### src/rtl/bcd_display_scheduler.sv
// Time-multiplexed scheduler feeding one shared BCD-to-7-segment decoder.
// It scans DIGITS positions with a blank gap before each digit and applies leading-zero and invalid-code blanking.
module bcd_display_scheduler #(
  parameter int DIGITS    = 4,
  parameter int PRESCALE  = 50000,
  parameter int BLANK_GAP = 2
) (
  input  logic                  clk,
  input  logic                  rst_a_p,
  input  logic                  enable,
  input  logic                  load,
  input  logic [4*DIGITS-1:0]   bcd_in,
  input  logic                  lz_blank,
  output logic [3:0]            bcd_out,
  output logic                  dec_blank,
  output logic [DIGITS-1:0]     digit_sel,
  output logic                  frame_done,
  output logic                  invalid_bcd
);

  localparam int MAXC = (PRESCALE > BLANK_GAP) ? PRESCALE : BLANK_GAP;
  localparam int CW   = $clog2(MAXC + 1);
  localparam int PW   = (DIGITS > 1) ? $clog2(DIGITS) : 1;

  typedef enum logic [1:0] {IDLE, GAP, SHOW} state_t;

  state_t                  state, nxt_state;
  logic [PW-1:0]           ptr, nxt_ptr;
  logic [CW-1:0]           cnt, nxt_cnt;
  logic [DIGITS-1:0][3:0]  pending, active, nxt_active;
  logic [DIGITS-1:0]       bad, nxt_bad, nxt_blank;
  logic                    wrap;

  always_comb begin
    nxt_state  = state;
    nxt_ptr    = ptr;
    nxt_cnt    = cnt;
    nxt_active = active;
    wrap       = 1'b0;
    case (state)
      IDLE: begin
        if (load) nxt_active = bcd_in;
        if (enable) begin
          nxt_state = GAP;
          nxt_ptr   = '0;
          nxt_cnt   = '0;
        end
      end
      GAP: begin
        if (!enable) begin
          nxt_state = IDLE;
          nxt_ptr   = '0;
          nxt_cnt   = '0;
        end else if (cnt == CW'(BLANK_GAP - 1)) begin
          nxt_state = SHOW;
          nxt_cnt   = '0;
        end else begin
          nxt_cnt = cnt + CW'(1);
        end
      end
      SHOW: begin
        if (!enable) begin
          nxt_state = IDLE;
          nxt_ptr   = '0;
          nxt_cnt   = '0;
        end else if (cnt == CW'(PRESCALE - 1)) begin
          nxt_state = GAP;
          nxt_cnt   = '0;
          if (ptr == PW'(DIGITS - 1)) begin
            // Frame boundary: the only point where displayed data may change.
            nxt_ptr    = '0;
            wrap       = 1'b1;
            nxt_active = load ? bcd_in : pending;
          end else begin
            nxt_ptr = ptr + PW'(1);
          end
        end else begin
          nxt_cnt = cnt + CW'(1);
        end
      end
      default: begin
        nxt_state = IDLE;
        nxt_ptr   = '0;
        nxt_cnt   = '0;
      end
    endcase
  end

  // Leading zeros: scan from the top nibble down; digit 0 is never suppressed.
  always_comb begin
    logic zero_run;
    zero_run = 1'b1;
    bad      = '0;
    nxt_bad  = '0;
    nxt_blank = '0;
    for (int i = DIGITS - 1; i >= 0; i--) begin
      bad[i]       = (active[i] > 4'd9);
      nxt_bad[i]   = (nxt_active[i] > 4'd9);
      zero_run     = zero_run & (nxt_active[i] == 4'd0);
      nxt_blank[i] = nxt_bad[i] | (lz_blank & (i != 0) & zero_run);
    end
  end

  always_ff @(posedge clk) begin
    if (rst_a_p) begin
      state       <= IDLE;
      ptr         <= '0;
      cnt         <= '0;
      pending     <= '0;
      active      <= '0;
      bcd_out     <= '0;
      dec_blank   <= 1'b1;
      digit_sel   <= '0;
      frame_done  <= 1'b0;
      invalid_bcd <= 1'b0;
    end else begin
      state       <= nxt_state;
      ptr         <= nxt_ptr;
      cnt         <= nxt_cnt;
      active      <= nxt_active;
      if (load) pending <= bcd_in;
      frame_done  <= wrap;
      invalid_bcd <= |bad;
      case (nxt_state)
        GAP: begin
          bcd_out   <= nxt_active[nxt_ptr];
          dec_blank <= 1'b1;
          digit_sel <= '0;
        end
        SHOW: begin
          bcd_out   <= nxt_active[nxt_ptr];
          dec_blank <= nxt_blank[nxt_ptr];
          digit_sel <= DIGITS'(1) << nxt_ptr;
        end
        default: begin
          bcd_out   <= '0;
          dec_blank <= 1'b1;
          digit_sel <= '0;
        end
      endcase
    end
  end

endmodule

### config.mk
export PLATFORM = sky130hd
export DESIGN_NAME = bcd_display_scheduler
export DESIGN_NICKNAME = d
export VERILOG_FILES = /design/src/rtl/bcd_display_scheduler.sv
export SDC_FILE = /design/constraint.sdc
export NUM_CORES = 1
export LEC_CHECK = 0
export BUFFER_PORTS_ARGS = -buffer_cell sky130_fd_sc_hd__buf_2
export CORE_MARGIN = 5
export CORE_UTILIZATION = 44
export DETAILED_ROUTE_END_ITERATION = 8
export PLACE_DENSITY_LB_ADDON = 0.1
export SETUP_SLACK_MARGIN = 0.02
export SYNTH_ARGS = -nofsm -noshare
export SYNTH_HDL_FRONTEND = slang
export SYNTH_SLANG_ARGS = --single-unit
### constraint.sdc
create_clock -name clk -period 3.52 [get_ports clk]
set_clock_uncertainty 0.1 [all_clocks]
set_input_delay 0.352 -clock clk [delete_from_list [all_inputs] [get_ports clk]]
set_output_delay 0.352 -clock clk [all_outputs]
set_load 0.02 [all_outputs]
==> results of run 1 <==
placed cells by master, fill, tap and decap left out, types with 2 or more instances in the layout:
master / n
a21boi_0: 5
mux2_2: 10
a41oi_1: 3
o31ai_1: 2
nor3_1: 13
bufinv_16: 2
ha_1: 8
nand3b_1: 2
and3_1: 8
a22oi_1: 5
nand2b_1: 6
a221oi_1: 4
a311oi_1: 2
a211oi_1: 4
dfxtp_1: 63
o21ai_0: 30
nand3_1: 10
nor3b_1: 7
a221oi_2: 4
clkbuf_1: 2
nor2_1: 61
o21a_1: 2
clkbuf_8: 11
nand2_1: 25
o21ai_1: 2
buf_2: 31
nor2b_1: 10
a31oi_1: 2
buf_4: 5
a21o_1: 3
inv_1: 11
a22o_1: 4
nor4_1: 3
a21oi_1: 26
mux2i_1: 22
nand4_1: 3
and4_1: 6
power by group:
group | total, mW | switching, mW | internal, mW | leakage, nW
sequential | 0.757 | 0.0162 | 0.740 | 0.514
combinational | 0.207 | 0.126 | 0.0812 | 0.923
clock | 0.707 | 0.270 | 0.437 | 0.114
total | 1.67 | 0.412 | 1.26 | 1.55
kinds of logic (layout without fill, tap and decap cells):
| logic type | count (synthesis) | after routing | synth area share [%] |
|---|---|---|---|
| and+or+nand+nor | 160 | 160 | 24.52 |
| AOI/OAI and AO/OA | 104 | 104 | 20.41 |
| DFF | 63 | 63 | 37.33 |
| buffers and inverters | 36 | 63 | 4.333 |
| muxes | 33 | 33 | 10.19 |
| adders and majority gates | 8 | 8 | 2.963 |
| xor gates and xnor gates | 1 | 1 | 0.2593 |
flip-flops by register name, summed over array words and instances, names as in the netlist, 2 cells and up:
| name | count |
|---|---|
| pending | 16 |
| active | 16 |
| digit_sel | 4 |
| ptr | 2 |
| state | 2 |
| cnt | 16 |
| bcd_out | 4 |
worst register-to-register path, cell delays in order (launching register included):
cell,delay [ns]
dfxtp_1,0.43
ha_1,0.23
and4_1,0.30
nand4_4,0.28
a21o_1,0.43
a221oi_2,0.45
and4_1,0.25
nand2_1,0.05
a211oi_1,0.26
a2bb2oi_1,0.16
final cells by class:
type,instances,area share (%)
Tap cell,102,3.343
Inverter,11,1.082
Sequential cell,63,33.04
Clock inverter,3,1.704
Timing Repair Buffer,36,5.048
Multi-Input combinational cell,306,51.62
Clock buffer,13,4.163
metal layers:
metal | part of all wire, % | up-vias
met5 | 0 | -
met4 | 1.7 | 0
met3 | 4.1 | 10
met2 | 50 | 51
met1 | 45 | 1391
li1 | - | 1513
path summary, 6_finish.rpt:
check	endpoint	from	slack, ns	cells past startpoint
min reg2reg	pending[2]	pending[2]	0.39	2
min	pending[2]	bcd_in[2]	0.19	3
max reg2reg	dec_blank	cnt[0]	0.52	9
max	dec_blank	cnt[0]	0.52	9
stage by stage:
| step | cells | utilization, % | hold WS (ns) |
|---|---|---|---|
| floorplan | 405 | - | 0.3501 |
| global placement | 518 | 47.24 | 0.3706 |
| detailed placement | 518 | 47.24 | 0.3781 |
| CTS | 534 | 50.18 | 0.1755 |
| global route | 534 | 50.18 | 0.2039 |
| finish | 534 | 50.18 | 0.1871 |
==> impl_metrics.csv, run 1 <==
group,metric,value,unit
cts,clkLatencyLatePin,0.33,ns
layout,area_delta_synth_final,13.00,%
timing,setup_violations,0,
timing,slew_violations,0,
cts,cts_buffer_depth,2,
critical_path,cp_max_fo,19,
layout,nets,456,
placed_design,dp_slack,0.5648,ns
power_and_ir_drop,power_density,437.7,nW/µm²
timing,min_period,3.001,ns
timing,setup_ws,0.5189,ns
timing,slew_headroom,52.18,%
grt,grtUsageMet1,21.56,%
die,ioPinCount,32,
detailed_routing,route.detailed.drc,0,
power_and_ir_drop,total_power,1.671,mW
timing,rsz0062_at_grt,"no",
timing,hold_viol_final,0,
critical_path,critPathTopFamily,"compound AO/OA/AOI/OAI gates",
yosys,synth.area.top_cells,"dfxtp_1, nor2_1, mux2i_1",
die,core-area,7607,µm²
grt,global_route.usage.met2,31.31,%
die,die_h,97.63,µm
cts,cts.sinks,63,
cts,cts_tree,"done",
min_path,hold_path.class,"primary input to flop",
yosys,synth_fp_nets,434,
yosys,yosys.area.top_type,"dfxtp_1",
critical_path,slowest_delay,0.45,ns
critical_path,start_kind,"flop",
cts,post_cts_resize_count,0,
status,status,"completed",
detailed_routing,first_pass_iters,4,
detailed_routing,via_per_inst,5.552,
grt,grt_pass1_wl,14000,µm
critical_path,crit_type,"flop to flop",
timing,fmax,0.3332,GHz
placed_design,port_buffers,31,
cts,clockRootBuffer,"clkbuf_8",
critical_path,cp.arrival,3.16,ns
die,start_util,44.41,%
cts,hold_buffers,0,
layout,fill_cells,764,
yosys,seq_area_frac_synth,37.33,%
grt,antenna_found_initial,0,
critical_path,crit_slowest_cell,"a221oi_2",
timing,min_period_over_period,85.26,%
critical_path,crit_required,3.68,ns
placed_design,dp_hpwl,6063,µm
layout,stdcell_area,3817,µm²
cts,post_cts_buffers,0,
detailed_routing,routedWlPerCell,15.60,µm
yosys,post-synth-top-count-cell,"dfxtp_1",
critical_path,worstPathCellList,"ha_1 -> and4_1 -> nand4_4 -> a21o_1 -> a221oi_2 -> and4_1 -> nand2_1 -> a211oi_1 -> a2bb2oi_1",
die,placementRows,32,
yosys,ys_ff_latch,63,
cts,cts_made_buffers,9,
detailed_routing,vias,2965,
grt,grt_use_total,18.03,%
cts,cts_htree_levels,3,
critical_path,critPathBufInv,0,
placed_design,gp_congestion,0.8166,
grt,gr-total-overflow,0,
timing,worstMarginPinSlew,0.7174,ns
die,die_area,9531,µm²
grt,use_met3,4.666,%
detailed_routing,wl,8331,µm
die,die_w,97.63,µm
yosys,async_flop_share,0,%
yosys,ys_warn_count,0,
yosys,synthCells,405,
timing,setup_tns,0,ns
cts,cts.clk_slew.worst_paths,0.07,ns
yosys,synth_top_cell_area_share,37.33,%
power_and_ir_drop,p_leak,1.551,nW
yosys,yosys-top-cells-count,"dfxtp_1, nor2_1, o21ai_0",
run,cap_violations,0,
yosys,synth_edf_count,0,
detailed_routing,antenna_left,0,
grt,grt_max_degree,44,
critical_path,cpMostUsedCell,"and4_1",
layout,multi_input_area,1971,µm²
layout,drive_gt1_share,15.51,%
yosys,avgSynthCellArea,8.341,µm²
yosys,ys_types,49,
yosys,synth_flop_cell,"dfxtp_1",
grt,grt_pass1_vias,2863,
detailed_routing,drtIter0Drc,108,
placed_design,placed_area,3593,µm²
layout,register_area,1261,µm²
power_and_ir_drop,vdd_drop_max,0.0001825,V
yosys,syn-cell-area,3378,µm²
critical_path,cp-end-kind,"flop",
grt,gr-max-usage-layer,"met2",
layout,antenna-diode-count,0,
(Power assumes the default switching activity.)
==> inputs of run 2 (changes only) <==
--- a/config.mk
+++ b/config.mk
@@ -9,7 +9,7 @@
 export CORE_MARGIN = 5
 export CORE_UTILIZATION = 44
 export DETAILED_ROUTE_END_ITERATION = 8
-export PLACE_DENSITY_LB_ADDON = 0.1
+export PLACE_DENSITY = 0.6
 export SETUP_SLACK_MARGIN = 0.02
 export SYNTH_ARGS = -nofsm -noshare
 export SYNTH_HDL_FRONTEND = slang
==> run 2 against run 1 <==
Against the previous run:
- power down 0.95%
- sequential share of layout area barely moved
- first-iteration DRC count grew 72%
- maximum frequency about the same
- global-route usage grew 0.24 points
- largest cell class unchanged
==> impl_metrics.csv, run 2 (synthesized netlist as in run 1, its figures left out) <==
group,metric,value,unit
critical_path,cp.arrival,3.18,ns
critical_path,crit_required,3.70,ns
timing,worstMarginPinSlew,0.8142,ns
grt,grt_pass1_wl,14280,µm
cts,clockRootBuffer,"clkbuf_8",
timing,whs,0.1806,ns
layout,fill_cells,740,
power_and_ir_drop,vdd_drop_max,0.0002088,V
die,start_util,44.41,%
layout,drive_gt1_share,15.94,%
layout,multi_input_area,1971,µm²
layout,nets,457,
cts,cts.clk_slew.worst_paths,0.08,ns
cts,cts_tree,"done",
critical_path,cpMostUsedCell,"and4_1",
power_and_ir_drop,power_density,433.9,nW/µm²
cts,cts_buffer_depth,2,
layout,stdcell_area,3814,µm²
cts,cts_made_buffers,9,
status,status,"completed",
cts,cts_htree_levels,3,
placed_design,dp_hpwl,5994,µm
detailed_routing,antenna_left,0,
detailed_routing,wl,8459,µm
grt,gr-total-overflow,0,
detailed_routing,first_pass_iters,4,
timing,fmax,0.3335,GHz
critical_path,slowest_delay,0.45,ns
cts,hold_buffers,0,
detailed_routing,route.detailed.drc,0,
critical_path,start_kind,"flop",
critical_path,crit_slowest_cell,"a221oi_2",
layout,fin_util,50.13,%
critical_path,crit_type,"flop to flop",
cts,post_cts_buffers,0,
detailed_routing,via_per_inst,5.650,
power_and_ir_drop,p_leak,1.545,nW
detailed_routing,routedWlPerCell,15.81,µm
die,die_h,97.63,µm
placed_design,port_buffers,31,
layout,register_area,1261,µm²
die,core-area,7607,µm²
timing,rsz0062_at_grt,"no",
critical_path,cp_max_fo,19,
placed_design,gp_congestion,0.8655,
die,die_area,9531,µm²
placed_design,placed_cells,519,
cts,clkLatencyLatePin,0.35,ns
die,die_w,97.63,µm
timing,setup_tns,0,ns
grt,grt_pass1_vias,2903,
layout,final_cells,535,
layout,antenna-diode-count,0,
timing,slew_headroom,45.72,%
run,cap_violations,0,
power_and_ir_drop,total_power,1.655,mW
grt,grt_max_degree,44,
layout,layout_common_cells,"dfxtp_1, nor2_1, buf_2",
timing,setup_violations,0,
timing,hold_viol_final,0,
min_path,hold_path.class,"primary input to flop",
cts,post_cts_resize_count,0,
placed_design,dp_slack,0.5715,ns
cts,cts.sinks,63,
critical_path,cp-end-kind,"flop",
timing,slew_violations,0,
detailed_routing,drtIter0Drc,186,
timing,min_period_over_period,85.18,%
grt,grt_use_total,18.27,%
critical_path,worstPathCellList,"ha_1 -> and4_1 -> nand4_4 -> a21o_1 -> a221oi_2 -> and4_1 -> nand2_1 -> a211oi_1 -> a2bb2oi_1",
layout,area_delta_synth_final,12.89,%
die,placementRows,32,
die,ioPinCount,32,
grt,antenna_found_initial,0,
layout,final_common_cell,"dfxtp_1",
timing,min_period,2.998,ns
placed_design,placed_area,3601,µm²
detailed_routing,vias,3023,
timing,setup_ws,0.5216,ns
layout,top_regs,"active x16, cnt x16, pending x16",
==> run 2: where the power goes <==
part	internal, mW	switching (mW)	total [mW]
combinational	0.0819	0.124	0.206
clock	0.396	0.296	0.692
sequential	0.740	0.0170	0.757
==> run 2: final cells by class <==
type	count	share of cell area [%]
Clock inverter	6	2.231
Inverter	11	1.083
Timing Repair Buffer	37	5.249
Multi-Input combinational cell	306	51.67
Sequential cell	63	33.07
Tap cell	102	3.346
Clock buffer	10	3.346
==> run 2: routing by layer <==
layer	up-vias	track usage (%)	routed length [µm]
met5	-	0	0
met1	1412	23.09	3866
li1	1518	-	-
met2	80	29.73	4012
met4	0	6.390	155
met3	13	5.169	425
==> run 2: worst paths after layout <==
check                                 start           to  slack, ns  cells after the start
worst max-delay path                 cnt[0]    dec_blank       0.52                      9
worst min-delay path              bcd_in[1]   pending[1]       0.18                      3
worst max register to register       cnt[0]    dec_blank       0.52                      9
worst min register to register  pending[11]  pending[11]       0.39                      2
==> run 2: critical path, delay by kind of cell, from the launching register on <==
family                   cells  cell delay (ns)
AND/OR/NAND/NOR              4             0.87
AO/OA/AOI/OAI                4             1.28
flip-flops                   1             0.44
adder cells (fa/ha/maj)      1             0.24
